**src/rtl/mc_ctrl_pkg.sv**
```systemverilog
// Shared encodings for the multi-cycle MIPS control unit.
// State codes, opcode/funct values and datapath select encodings.
package mc_ctrl_pkg;

  localparam logic [31:0] PC_RESET = 32'h0000_3000;
  localparam int          STW      = 3;

  typedef enum logic [STW-1:0] {
    S_FETCH  = 3'd0,
    S_DECODE = 3'd1,
    S_EXE    = 3'd2,
    S_MEM    = 3'd3,
    S_WB     = 3'd4,
    S_BRANCH = 3'd5,
    S_JUMP   = 3'd6
  } state_t;

  localparam logic [5:0] OP_RTYPE = 6'h00;
  localparam logic [5:0] OP_ORI   = 6'h0d;
  localparam logic [5:0] OP_LUI   = 6'h0f;
  localparam logic [5:0] OP_LW    = 6'h23;
  localparam logic [5:0] OP_SW    = 6'h2b;
  localparam logic [5:0] OP_BEQ   = 6'h04;
  localparam logic [5:0] OP_J     = 6'h02;
  localparam logic [5:0] OP_JAL   = 6'h03;

  localparam logic [5:0] F_ADDU = 6'h21;
  localparam logic [5:0] F_SUBU = 6'h23;
  localparam logic [5:0] F_JR   = 6'h08;

  localparam logic [2:0] ALU_ADDU = 3'd0;
  localparam logic [2:0] ALU_SUBU = 3'd1;
  localparam logic [2:0] ALU_OR   = 3'd2;
  localparam logic [2:0] ALU_LUI  = 3'd3;

  localparam logic [1:0] RD_RT = 2'd0;
  localparam logic [1:0] RD_RD = 2'd1;
  localparam logic [1:0] RD_RA = 2'd2;

  localparam logic [1:0] WD_ALU = 2'd0;
  localparam logic [1:0] WD_DR  = 2'd1;
  localparam logic [1:0] WD_PC  = 2'd2;

  localparam logic [1:0] NPC_PC4 = 2'd0;
  localparam logic [1:0] NPC_BR  = 2'd1;
  localparam logic [1:0] NPC_J   = 2'd2;
  localparam logic [1:0] NPC_JR  = 2'd3;

  typedef struct packed {
    logic r_alu;
    logic ori;
    logic lui;
    logic lw;
    logic sw;
    logic beq;
    logic j;
    logic jal;
    logic jr;
    logic illegal;
  } cls_t;

endpackage

```
**src/rtl/mc_ctrl_dec.sv**
```systemverilog
// Opcode/funct to instruction-class decode for mc_ctrl.
// Exactly one class bit is set for any input.
module mc_ctrl_dec
  import mc_ctrl_pkg::*;
(
  input  logic [5:0] opcode,
  input  logic [5:0] funct,
  output cls_t       cls
);

  logic rt;
  assign rt = (opcode == OP_RTYPE);

  always_comb begin
    cls = '0;
    unique case (1'b1)
      rt && (funct == F_ADDU): cls.r_alu = 1'b1;
      rt && (funct == F_SUBU): cls.r_alu = 1'b1;
      rt && (funct == F_JR):   cls.jr    = 1'b1;
      opcode == OP_ORI:        cls.ori   = 1'b1;
      opcode == OP_LUI:        cls.lui   = 1'b1;
      opcode == OP_LW:         cls.lw    = 1'b1;
      opcode == OP_SW:         cls.sw    = 1'b1;
      opcode == OP_BEQ:        cls.beq   = 1'b1;
      opcode == OP_J:          cls.j     = 1'b1;
      opcode == OP_JAL:        cls.jal   = 1'b1;
      default:                 cls.illegal = 1'b1;
    endcase
  end

endmodule

```
**src/rtl/mc_ctrl.sv**
```systemverilog
// Multi-cycle MIPS control FSM driving the shared datapath.
// Define MC_CTRL_INSTR_CNT_EN to build the retired-instruction counter.
module mc_ctrl
  import mc_ctrl_pkg::*;
(
  input  logic        clk,
  input  logic        reset,
  input  logic [5:0]  opcode,
  input  logic [5:0]  funct,
  input  logic        zero,
  output logic        PCWr,
  output logic        IRWr,
  output logic        RFWr,
  output logic        DMWr,
  output logic        SignOp,
  output logic [2:0]  ALUOp,
  output logic        ALUSrc,
  output logic [1:0]  RegDst,
  output logic [1:0]  WDSel,
  output logic [1:0]  NPCOp,
  output logic [2:0]  state,
  output logic        illegal,
  output logic [31:0] instr_cnt
);

  state_t st, nxt;
  cls_t   c;

  mc_ctrl_dec u_dec (
    .opcode (opcode),
    .funct  (funct),
    .cls    (c)
  );

  assign state = st;

  always_ff @(posedge clk or posedge reset) begin
    if (reset) st <= S_FETCH;
    else       st <= nxt;
  end

  always_comb begin
    nxt = S_FETCH;
    case (st)
      S_FETCH:  nxt = S_DECODE;
      S_DECODE: begin
        if (c.r_alu | c.ori | c.lui | c.lw | c.sw)
          nxt = S_EXE;
        else if (c.beq)
          nxt = S_BRANCH;
        else if (c.j | c.jal | c.jr)
          nxt = S_JUMP;
      end
      S_EXE:    nxt = (c.lw | c.sw) ? S_MEM : S_WB;
      S_MEM:    nxt = c.lw ? S_WB : S_FETCH;
      default:  nxt = S_FETCH;
    endcase
  end

  // Everything gated by reset so an aborted instruction writes nothing.
  always_comb begin
    PCWr    = 1'b0;
    IRWr    = 1'b0;
    RFWr    = 1'b0;
    DMWr    = 1'b0;
    SignOp  = 1'b0;
    ALUOp   = ALU_ADDU;
    ALUSrc  = 1'b0;
    RegDst  = RD_RT;
    WDSel   = WD_ALU;
    NPCOp   = NPC_PC4;
    illegal = 1'b0;
    if (!reset) begin
      case (st)
        S_FETCH: begin
          IRWr  = 1'b1;
          PCWr  = 1'b1;
        end
        S_DECODE: illegal = c.illegal;
        S_EXE: begin
          unique case (1'b1)
            c.r_alu: ALUOp = (funct == F_SUBU) ? ALU_SUBU : ALU_ADDU;
            c.ori: begin
              ALUOp  = ALU_OR;
              ALUSrc = 1'b1;
            end
            c.lui: begin
              ALUOp  = ALU_LUI;
              ALUSrc = 1'b1;
            end
            c.lw || c.sw: begin
              ALUSrc = 1'b1;
              SignOp = 1'b1;
            end
            default: ;
          endcase
        end
        S_MEM: DMWr = c.sw;
        S_WB: begin
          RFWr = 1'b1;
          if (c.r_alu) RegDst = RD_RD;
          if (c.lw)    WDSel  = WD_DR;
        end
        S_BRANCH: begin
          ALUOp  = ALU_SUBU;
          SignOp = 1'b1;
          NPCOp  = NPC_BR;
          PCWr   = zero;
        end
        S_JUMP: begin
          PCWr  = 1'b1;
          NPCOp = c.jr ? NPC_JR : NPC_J;
          if (c.jal) begin
            RFWr   = 1'b1;
            RegDst = RD_RA;
            WDSel  = WD_PC;
          end
        end
        default: ;
      endcase
    end
  end

`ifdef MC_CTRL_INSTR_CNT_EN
  logic        retire;
  logic [31:0] cnt;

  assign retire = (st == S_WB) || (st == S_BRANCH) ||
                  (st == S_JUMP) || ((st == S_MEM) && c.sw);

  always_ff @(posedge clk or posedge reset) begin
    if (reset)       cnt <= '0;
    else if (retire) cnt <= cnt + 32'd1;
  end

  assign instr_cnt = cnt;
`else
  assign instr_cnt = 32'h0;
`endif

endmodule

```
**config.mk**
```make
export PLATFORM = sky130hd
export DESIGN_NAME = mc_ctrl
export DESIGN_NICKNAME = d
export VERILOG_FILES = /design/src/rtl/mc_ctrl_pkg.sv /design/src/rtl/mc_ctrl_dec.sv /design/src/rtl/mc_ctrl.sv
export SDC_FILE = /design/constraint.sdc
export NUM_CORES = 1
export LEC_CHECK = 0
export ABC_AREA = 1
export CAP_MARGIN = 20
export CORE_MARGIN = 2
export CORE_UTILIZATION = 31
export CTS_CLUSTER_DIAMETER = 150
export DETAILED_ROUTE_END_ITERATION = 7
export PLACE_DENSITY = 0.79
export SLEW_MARGIN = 10
export SYNTH_ARGS = -nofsm -noshare
export SYNTH_HDL_FRONTEND = slang
export SYNTH_SLANG_ARGS = --single-unit
```
**constraint.sdc**
```tcl
create_clock -name clk -period 1.65 [get_ports clk]
set_input_delay 0.33 -clock clk [delete_from_list [all_inputs] [get_ports clk]]
set_output_delay 0.33 -clock clk [all_outputs]
set_load 0.02 [all_outputs]
```
Word level (Yosys, flattened, before mapping):

Index checks and enable logic that the tools add are counted.

* register bits: 3
* output and inout bits: 51
* logic and storage cells: 81

* equality and inequality tests: 16
* muxes and demuxes: 47
* bitwise gates (word level): 7
* reduce and logical (&&, ||, !) cells: 10

Operator list (count)
* 1-bit 2-to-1 mux: 28
* 6-bit == test, second input constant: 4
* 6-bit by 4-bit == test with 1-bit output, second input constant: 3
* 3-bit 2-to-1 mux: 6
* 2-bit one-hot mux with 2 select lines: 4
* 6-bit by 2-bit == test with 1-bit output, second input constant: 2
* 3-bit one-hot mux with 4 select lines: 1
* 10-bit OR reduction: 1
* 3-bit == test, second input constant: 3
* 2-bit 2-to-1 mux: 4
* 1-bit OR: 7
* 3-bit by 2-bit == test with 1-bit output, second input constant: 2
* 6-bit by 3-bit == test with 1-bit output, second input constant: 1
* 6-bit logical NOT: 1
* 1-bit one-hot mux with 2 select lines: 3
* 2-bit one-hot mux with 3 select lines: 1
* 2-bit OR reduction: 2
* 3-bit by 1-bit == test with 1-bit output, second input constant: 1
* 1-bit logical AND: 3
* 3-bit logical NOT: 1
* 3-bit OR reduction: 1
* 1-bit logical OR: 1

Depth between registers and ports, before layout:

Gate-level depths: netlist of the first run.

* word-level depth: 10
* mapped depth: 8
* gate-level depth less buffers: 8

Hierarchy:

From an unflattened synthesis of the first run, not the netlist that was laid out.

* cell total of the unflattened synthesis: 152
* area, all modules: 834.6 um^2

By module, submodules not included
* mc_ctrl: instances 1, cells an instance 106, area an instance 630.6 um^2, sequential area each 75.1 um^2
* mc_ctrl_dec: instances 1, cells an instance 46, area an instance 203.9 um^2, sequential area each 0.0 um^2

Worst setup path after synthesis of the first run:

Ideal clock, no wire load.

* path type: reg2out
* start point: register st[0] (netlist: state[0])
* end point: output WDSel[1]
* arrival: 1551 ps
* data required time: 1320 ps
* slack: -231 ps
* cell stages (with the launch flop): 5
* path buffers: 1
* cells stage by stage: dfrtp_1 inv_1 nand3_1 nor3_1 buf_4

* word-level cells in the longest chain between the ends: 3

RTL lines
* start, declared: line mc_ctrl.sv:26 `state_t st, nxt;`
* start signal, assigned: line mc_ctrl.sv:39 `else st <= nxt;`
* 3-bit == test: line mc_ctrl.sv:74 `case (st)`
* 2-bit one-hot mux with 2 select lines *: line mc_ctrl.sv:74
* 2-bit 2-to-1 mux *: line mc_ctrl.sv:73 `if (!reset) begin`
* end, declared: line mc_ctrl.sv:19 `output logic [1:0] WDSel,`

Every way passes the cells marked *; elsewhere a longest branch is shown, timed or not.

Worst setup path in the final report of the first run:

* start point: register st[2] (netlist: state[2])
* end point: output DMWr

* word-level cells in the longest chain between the ends: 3

RTL lines
* 3-bit by 2-bit == test with 1-bit output: line mc_ctrl.sv:74
* 1-bit 2-to-1 mux: line mc_ctrl.sv:74
* 1-bit 2-to-1 mux: line mc_ctrl.sv:73
* end, declared: line mc_ctrl.sv:14 `output logic DMWr,`

Every way passes these cells.

==> impl_metrics.tcl, run 1 <==
set metrics [dict create \
    outcome "finished, violations left" \
    failed_checks "negative setup slack" \
    initialDrtViolationCount 15 \
    die_w_um 52.3 \
    setup_viol 10 \
    end_kind "output pin" \
    intPower_uw 447 \
    yosysWarnings 0 \
    p_leak_nw 0.759 \
    layout-drive-gt1-share_pct 55.7 \
    seq_area_um2 77.6 \
    ys_seq_area_share_pct 10.4 \
    finalWirelength_um 2610 \
    p_comb_share_pct 70.1 \
    dp.cells 203 \
    worstPathMaxFanout 5 \
    vias 953 \
    finalMaxSlewViolations 0 \
    start_util_pct 32.7 \
    syn_area_um2 723 \
    clkSinkCount 3 \
    ioPinCount 66 \
    crit_buf_inv 2 \
    cts_buffers 3 \
    fin_skew_ps 10.0 \
    drtAntennaViolNets 0 \
    n_fill_cell 194 \
    synth.distinct_cells 23 \
    fmax_mhz 550 \
    grt_pass1_vias 808 \
    cts.hold.buffers_added 0 \
    hpwlAfterDp_um 1460 \
    drc 0 \
    cp.arrival_ps 1490 \
    hold_class "input port to asynchronous set/reset pin" \
    worstPathCellList "inv_2 > nand3_1 > nor4_2 > buf_4" \
    critical_path_class "register to output pin" \
    largest_reg_flops 3 \
    synth.avg_cell_area_um2 5.93 \
    port_buffers 32 \
    cts_tree "yes" \
    irDropWorstVdd_uv 521 \
    seq_power_share_pct 13.8 \
    worstSetupStartpointType "register" \
    worst_path_largest_cell_delay_ps 440 \
    path_delay_family "simple AND/OR/NAND/NOR gates" \
    finalWorstSetupSlack_ps -168 \
    period_minus_slack_ps 1820 \
    rsz0062_at_grt "true" \
    cp_slowest_cell "dfrtp_2" \
    dr.pass1.iters 4 \
    critical_path_required_ps 1320 \
    switchingPower_uw 423 \
    ys_seq_elements 3 \
    grt_max_degree 7 \
    swShare_pct 48.6 \
    core-area_mm2 0.00221 \
    clock_path_buffers 2 \
    die_h_um 52.3 \
    gr-usage-all-layers_pct 16.3 \
    place_congestion 0.797 \
    multi_input_area_um2 649 \
    post_drt_wl_per_cell_um 11.7 \
    utilization_pct 63.7 \
    final_hold_viol_count 0 \
    antennaDiodeCount 0 \
    grt_pass1_wl_um 3320 \
    clk_latency_ps 250 \
    clk_pin_slew_worst_paths_ps 40 \
    final_cells 222 \
    fin_nets 210 \
    maxCapViolCount 0 \
    period_share_pct 110 \
    overflow 0 \
    h-tree-depth 1 \
    layout.cells.most_common "buf_4" \
    antenna_found_initial 0 \
    final_cell_mix "buf_4, conb_1, nand2_1" \
    area_delta_synth_final_pct 95.0 \
    rows 17 \
    pwr-share-clk_pct 16.0 \
    cts-root-buf "clkbuf_4" \
    dieArea_mm2 0.00274 \
    viasPerCell 4.29 \
    synth_cells 122 \
    pwr_density_cell_mw_per_mm2 617 \
]
==> path summary, 6_finish.rpt <==
path / start / endpoint / slack, ps / cells past startpoint
hold reg to reg: state[2] / state[0] / 790 / 3
setup / recovery: state[2] / DMWr / -170 / 4
min in group clk: opcode[4] / state[2] / 630 / 6
max in group asynchronous: reset / state[1] / 1040 / 4
hold / removal: reset / state[2] / 500 / 4
setup reg to reg: state[0] / state[0] / 380 / 5
==> final cells by class <==
| type | instances | area share [%] |
|---|---|---|
| Multi-Input combinational cell | 100 | 46.1 |
| Inverter | 16 | 4.44 |
| Tap cell | 28 | 2.48 |
| Timing Repair Buffer | 71 | 39.7 |
| Sequential cell | 3 | 5.50 |
| Clock buffer | 4 | 1.86 |
==> layer usage <==
layer	vias to the layer above	global-route usage [%]	share of wire, %
met3	4	2.86	7.7
li1	457	-	-
met1	443	17.4	36
met5	-	0	0
met2	49	31.0	55
met4	0	6.41	1.3
==> cell usage after synthesis <==
cell | count | area (um2)
buf_2 | 1 | 5.00
o21ai_2 | 1 | 8.76
nand2_1 | 18 | 67.6
nor4_1 | 1 | 6.26
buf_4 | 34 | 255
nand3b_2 | 1 | 11.3
inv_1 | 14 | 52.6
nor2_1 | 20 | 75.1
a31oi_1 | 1 | 6.26
nand3_1 | 10 | 50.1
nor2_4 | 1 | 11.3
dfrtp_1 | 3 | 75.1
or2_4 | 1 | 8.76
a21oi_1 | 3 | 15.0
conb_1 | 1 | 3.75
inv_2 | 2 | 7.51
nor2_2 | 1 | 6.26
nand4_1 | 1 | 6.26
o211ai_1 | 1 | 7.51
and3_1 | 1 | 6.26
a21boi_0 | 1 | 7.51
nor3_1 | 4 | 20.0
nor3_2 | 1 | 10.0
==> stage by stage <==
stage	area [um2]	hold WS [ps]	worst slack (ps)	setup TNS (ps)	total power, mW
finish	1410	503	-168	-699	0.870
global route	1410	536	-214	-1620	0.914
CTS	1260	397	-150	-412	0.727
detailed placement	1130	704	-821	-10060	0.583
global placement	1130	709	-828	-9840	0.581
floorplan	860	284	-14.8	-17.5	0.399
==> what timing repair did <==
item                       CTS  global route
resized for setup          125            48
buffers inserted            11             4
setup endpoints to repair   18            17
pin swaps                   21            13
==> logic make-up (layout without fill, tap and decap cells) <==
logic type / after synthesis / in the layout / share of synthesized area, %
compound gates: 7 / 7 / 6.23
buf+inv: 51 / 91 / 44.3
flops: 3 / 3 / 10.4
other cells: 1 / 33 / 0.519
simple gates: 60 / 60 / 38.6
==> power groups by stage <==
stage | sequential, mW | clock (mW) | combinational (mW)
floorplan | 0.135 | 0 | 0.264
detailed placement | 0.111 | 0 | 0.472
finish | 0.120 | 0.140 | 0.610
global route | 0.124 | 0.144 | 0.647
CTS | 0.110 | 0.140 | 0.477
global placement | 0.110 | 0 | 0.471
==> worst min-delay path, stage by stage <==
cell           delay [ps]
dlygate4sd2_1         280
buf_4                 170
inv_1                 140
buf_4                 150
Power figures use the tool's default switching activity.
==> inputs of run 2 (changes only) <==
Settings changed: CORE_ASPECT_RATIO set to 0.9.
==> impl_metrics.tcl, run 2 (same netlist as run 1, synthesis figures left out) <==
set metrics [dict create \
    irDropWorstVdd_uv 542 \
    post_drt_wl_per_cell_um 11.1 \
    ioPinCount 66 \
    cp_slowest_cell "dfrtp_2" \
    grt_pass1_vias 799 \
    path_delay_family "simple AND/OR/NAND/NOR gates" \
    gr-usage-all-layers_pct 15.8 \
    multi_input_area_um2 676 \
    cts_tree "yes" \
    hpwlAfterDp_um 1550 \
    grt_max_degree 6 \
    place_congestion 0.800 \
    initialDrtViolationCount 18 \
    maxCapViolCount 0 \
    clk_pin_slew_worst_paths_ps 40 \
    layout-drive-gt1-share_pct 55.0 \
    outcome "finished, violations left" \
    finalWirelength_um 2390 \
    r2r-start "state[2]" \
    layout.cells.most_common "buf_4" \
    core-area_mm2 0.00220 \
    place_ws_ps -835 \
    worstSetupStartpointType "register" \
    port_buffers 32 \
    fmax_mhz 564 \
    failed_checks "negative setup slack" \
    antennaDiodeCount 0 \
    fin_skew_ps 2.41 \
    hold_class "input port to asynchronous set/reset pin" \
    h-tree-depth 1 \
    cts.hold.buffers_added 0 \
    clk_latency_ps 240 \
    p_total_uw 934 \
    period_minus_slack_ps 1770 \
    end_kind "output pin" \
    drc 0 \
    overflow 0 \
    antenna_found_initial 0 \
    fin_nets 205 \
    setup_viol 11 \
    clock_path_buffers 2 \
    cts-root-buf "clkbuf_4" \
    viasPerCell 4.17 \
    largest_reg_flops 3 \
    critical_path_required_ps 1320 \
    worst_path_largest_cell_delay_ps 420 \
    crit_path_start "state[2]" \
    crit_cells 5 \
    rows 16 \
    pwr_density_cell_mw_per_mm2 658 \
    critical_path_class "register to output pin" \
    vias 901 \
    rsz0062_at_grt "true" \
    cts_buffers 3 \
    dp.cells 203 \
    drtAntennaViolNets 0 \
    die_h_um 49.8 \
    p_leak_nw 0.744 \
    ff2ff_path_depth 10 \
    die_w_um 54.9 \
    grt_pass1_wl_um 3230 \
    worstPathMaxFanout 3 \
    period_share_pct 107 \
    r2r_setup_slack_ps 270 \
    setup_tns_ps -808 \
    worstPathCellList "nor3_4 > inv_2 > or2_4 > o21ai_2 > buf_6" \
    finalMaxSlewViolations 0 \
    crit_buf_inv 2 \
    seq_area_um2 77.6 \
    finalWorstSetupSlack_ps -124 \
    cp.arrival_ps 1440 \
    crit_end "SignOp" \
    final_hold_viol_count 0 \
    area_delta_synth_final_pct 96.4 \
    final_cell_mix "buf_4, conb_1, nand2_1" \
    dieArea_mm2 0.00274 \
    n_fill_cell 179 \
    dr.pass1.iters 4 \
    rr_endpoint "state[2]" \
    final_cells 216 \
    start_util_pct 32.8 \
    clkSinkCount 3 \
]
-- run 2: through the flow --
| step | cell area, um2 | utilization [%] | hold WS (ps) |
|---|---|---|---|
| after floorplan | 860 | - | 284 |
| after global placement | 1140 | 51.8 | 683 |
| after detailed placement | 1140 | 51.8 | 666 |
| after CTS | 1320 | 60.1 | 476 |
| after global routing | 1420 | 64.5 | 507 |
| final | 1420 | 64.5 | 496 |
-- run 2: worst min path at each step --
stage | from | endpoint | slack (ps) | depth (start not counted)
after detailed placement | state[2] | state[2] | 670 | 3
after global routing | reset | state[1] | 510 | 4
after floorplan | reset | state[0] | 280 | 2
final | reset | state[1] | 500 | 4
after global placement | state[2] | state[2] | 680 | 3
after CTS | reset | state[1] | 480 | 4
-- run 2: where the power goes --
group	internal, mW	switching (mW)	total (mW)
sequential	0.0937	0.0310	0.125
clock	0.0912	0.0468	0.138
combinational	0.309	0.362	0.671
-- run 2: layer usage --
layer  track usage [%]  share of wire (%)
met2              28.4                 52
met5                 0                  0
met4              5.69                1.8
met1              18.0                 38
met3              2.73                8.0
-- run 2: layout make-up --
cell class / instances / area share (%)
multi-input cells: 100 / 47.6
flip-flops and latches: 3 / 5.46
repair buffers: 66 / 38.1
clock buffers: 4 / 1.85
inverters: 16 / 4.58
well taps: 27 / 2.38
-- run 2: worst register-to-register path: cells and delay by family (launching register included) --
kind	cells	cell delay, ps
AND/OR/NAND/NOR	3	180
flip-flops	1	390
buffers and inverters	7	700
-- run 2: timing repair --
action                                  CTS  global route
gates cloned                              0             0
pin swaps                                22            17
resized for setup                       148            29
setup buffers                             6             3
endpoints found under the setup margin   17            15
==> inputs of run 3 (changes only) <==
Settings changed: SETUP_SLACK_MARGIN set to 0.4.
==> impl_metrics.tcl, run 3 (same netlist as run 1, synthesis figures left out) <==
set metrics [dict create \
    clkSinkCount 3 \
    worstSetupStartpointType "register" \
    worstPathMaxFanout 3 \
    initialDrtViolationCount 10 \
    core-area_mm2 0.00220 \
    finalWirelength_um 2720 \
    rows 16 \
    hpwlAfterDp_um 1820 \
    overflow 0 \
    dp.cells 204 \
    utilization_pct 68.5 \
    place_ws_ps -895 \
    antennaDiodeCount 0 \
    multi_input_area_um2 709 \
    die_h_um 49.8 \
    clk_latency_ps 240 \
    final_cells 218 \
    drtAntennaViolNets 0 \
    seq_area_um2 78.8 \
    worst_path_largest_cell_delay_ps 430 \
    cts_tree "yes" \
    outcome "finished, violations left" \
    clk_pin_slew_worst_paths_ps 40 \
    cts-root-buf "clkbuf_4" \
    finalWorstSetupSlack_ps -134 \
    fmax_mhz 560 \
    fin_skew_ps 5.58 \
    cts_buffers 3 \
    layout.cells.most_common "buf_4" \
    clock_path_buffers 2 \
    place_congestion 0.784 \
    final_hold_viol_count 0 \
    largest_reg_flops 3 \
    area_delta_synth_final_pct 108 \
    maxCapViolCount 0 \
    n_fill_cell 188 \
    viasPerCell 4.32 \
    gr-usage-all-layers_pct 19.6 \
    ioPinCount 66 \
    cts.hold.buffers_added 0 \
    start_util_pct 32.8 \
    fin_nets 207 \
    port_buffers 32 \
    antenna_found_initial 0 \
    pwr_density_cell_mw_per_mm2 644 \
    hold_class "input port to asynchronous set/reset pin" \
    end_kind "output pin" \
    p_leak_nw 0.771 \
    finalMaxSlewViolations 0 \
    grt_pass1_wl_um 3930 \
    final_cell_mix "buf_4, conb_1, buf_6" \
    drc 0 \
    die_w_um 54.9 \
    r2r_setup_slack_ps 390 \
    critical_path_required_ps 1320 \
    p_total_uw 970 \
    grt_pass1_vias 884 \
    critical_path_class "register to output pin" \
    vias 942 \
    post_drt_wl_per_cell_um 12.5 \
    irDropWorstVdd_uv 605 \
    h-tree-depth 1 \
    grt_max_degree 6 \
    dr.pass1.iters 4 \
    period_share_pct 108 \
    setup_viol 12 \
    dieArea_mm2 0.00274 \
    setup_tns_ps -820 \
    period_minus_slack_ps 1780 \
    rsz0062_at_grt "true" \
    cp_slowest_cell "dfrtp_2" \
    failed_checks "negative setup slack" \
    layout-drive-gt1-share_pct 61.8 \
    cp.arrival_ps 1450 \
    worstPathCellList "nor3_4 > inv_2 > or2_4 > o21ai_4 > buf_6" \
]
## run 3: path summary, 6_finish.rpt
kind,start,endpoint,cells past startpoint
max,state[2],SignOp,5
min,reset,state[2],4
max reg2reg,state[2],state[0],5
min reg2reg,state[2],state[0],3
max in group asynchronous,reset,state[0],4
min in group clk,opcode[2],state[0],4
## run 3: cell type report
class	instances	area share [%]
Clock buffer	4	1.74
Inverter	16	4.32
Multi-Input combinational cell	100	47.1
Sequential cell	3	5.23
Timing Repair Buffer	68	39.4
Tap cell	27	2.24
## run 3: what timing repair did
item | 4_1_cts | 5_1_grt
setup buffers | 6 | 4
resized for setup | 166 | 15
setup endpoints to repair | 21 | 21
pin swaps | 26 | 9
## run 3: power breakdown
part / internal (mW) / switching [mW]
Sequential: 0.0941 / 0.0396
Combinational: 0.318 / 0.383
Clock: 0.0910 / 0.0442
Total: 0.503 / 0.467
## run 3: through the flow
stage / hold slack, ps / area [um2]
after floorplan: 341 / 943
after global placement: 699 / 1230
after detailed placement: 724 / 1230
after CTS: 533 / 1430
after global routing: 592 / 1510
final: 563 / 1510
## run 3: worst max-delay path: cells and delay by family, from the launching register on
family / cells / cell delay [ps]
AND/OR/NAND/NOR: 2 / 440
flip-flops: 1 / 430
buffers and inverters: 2 / 210
AO/OA/AOI/OAI: 1 / 130
## run 3: per-layer routing
metal,GRT usage [%],vias to the layer above,share of wire (%)
met3,3.33,6,7.2
li1,-,451,-
met5,0,-,0
met4,4.07,0,1.6
met1,21.3,442,35
met2,37.5,43,56
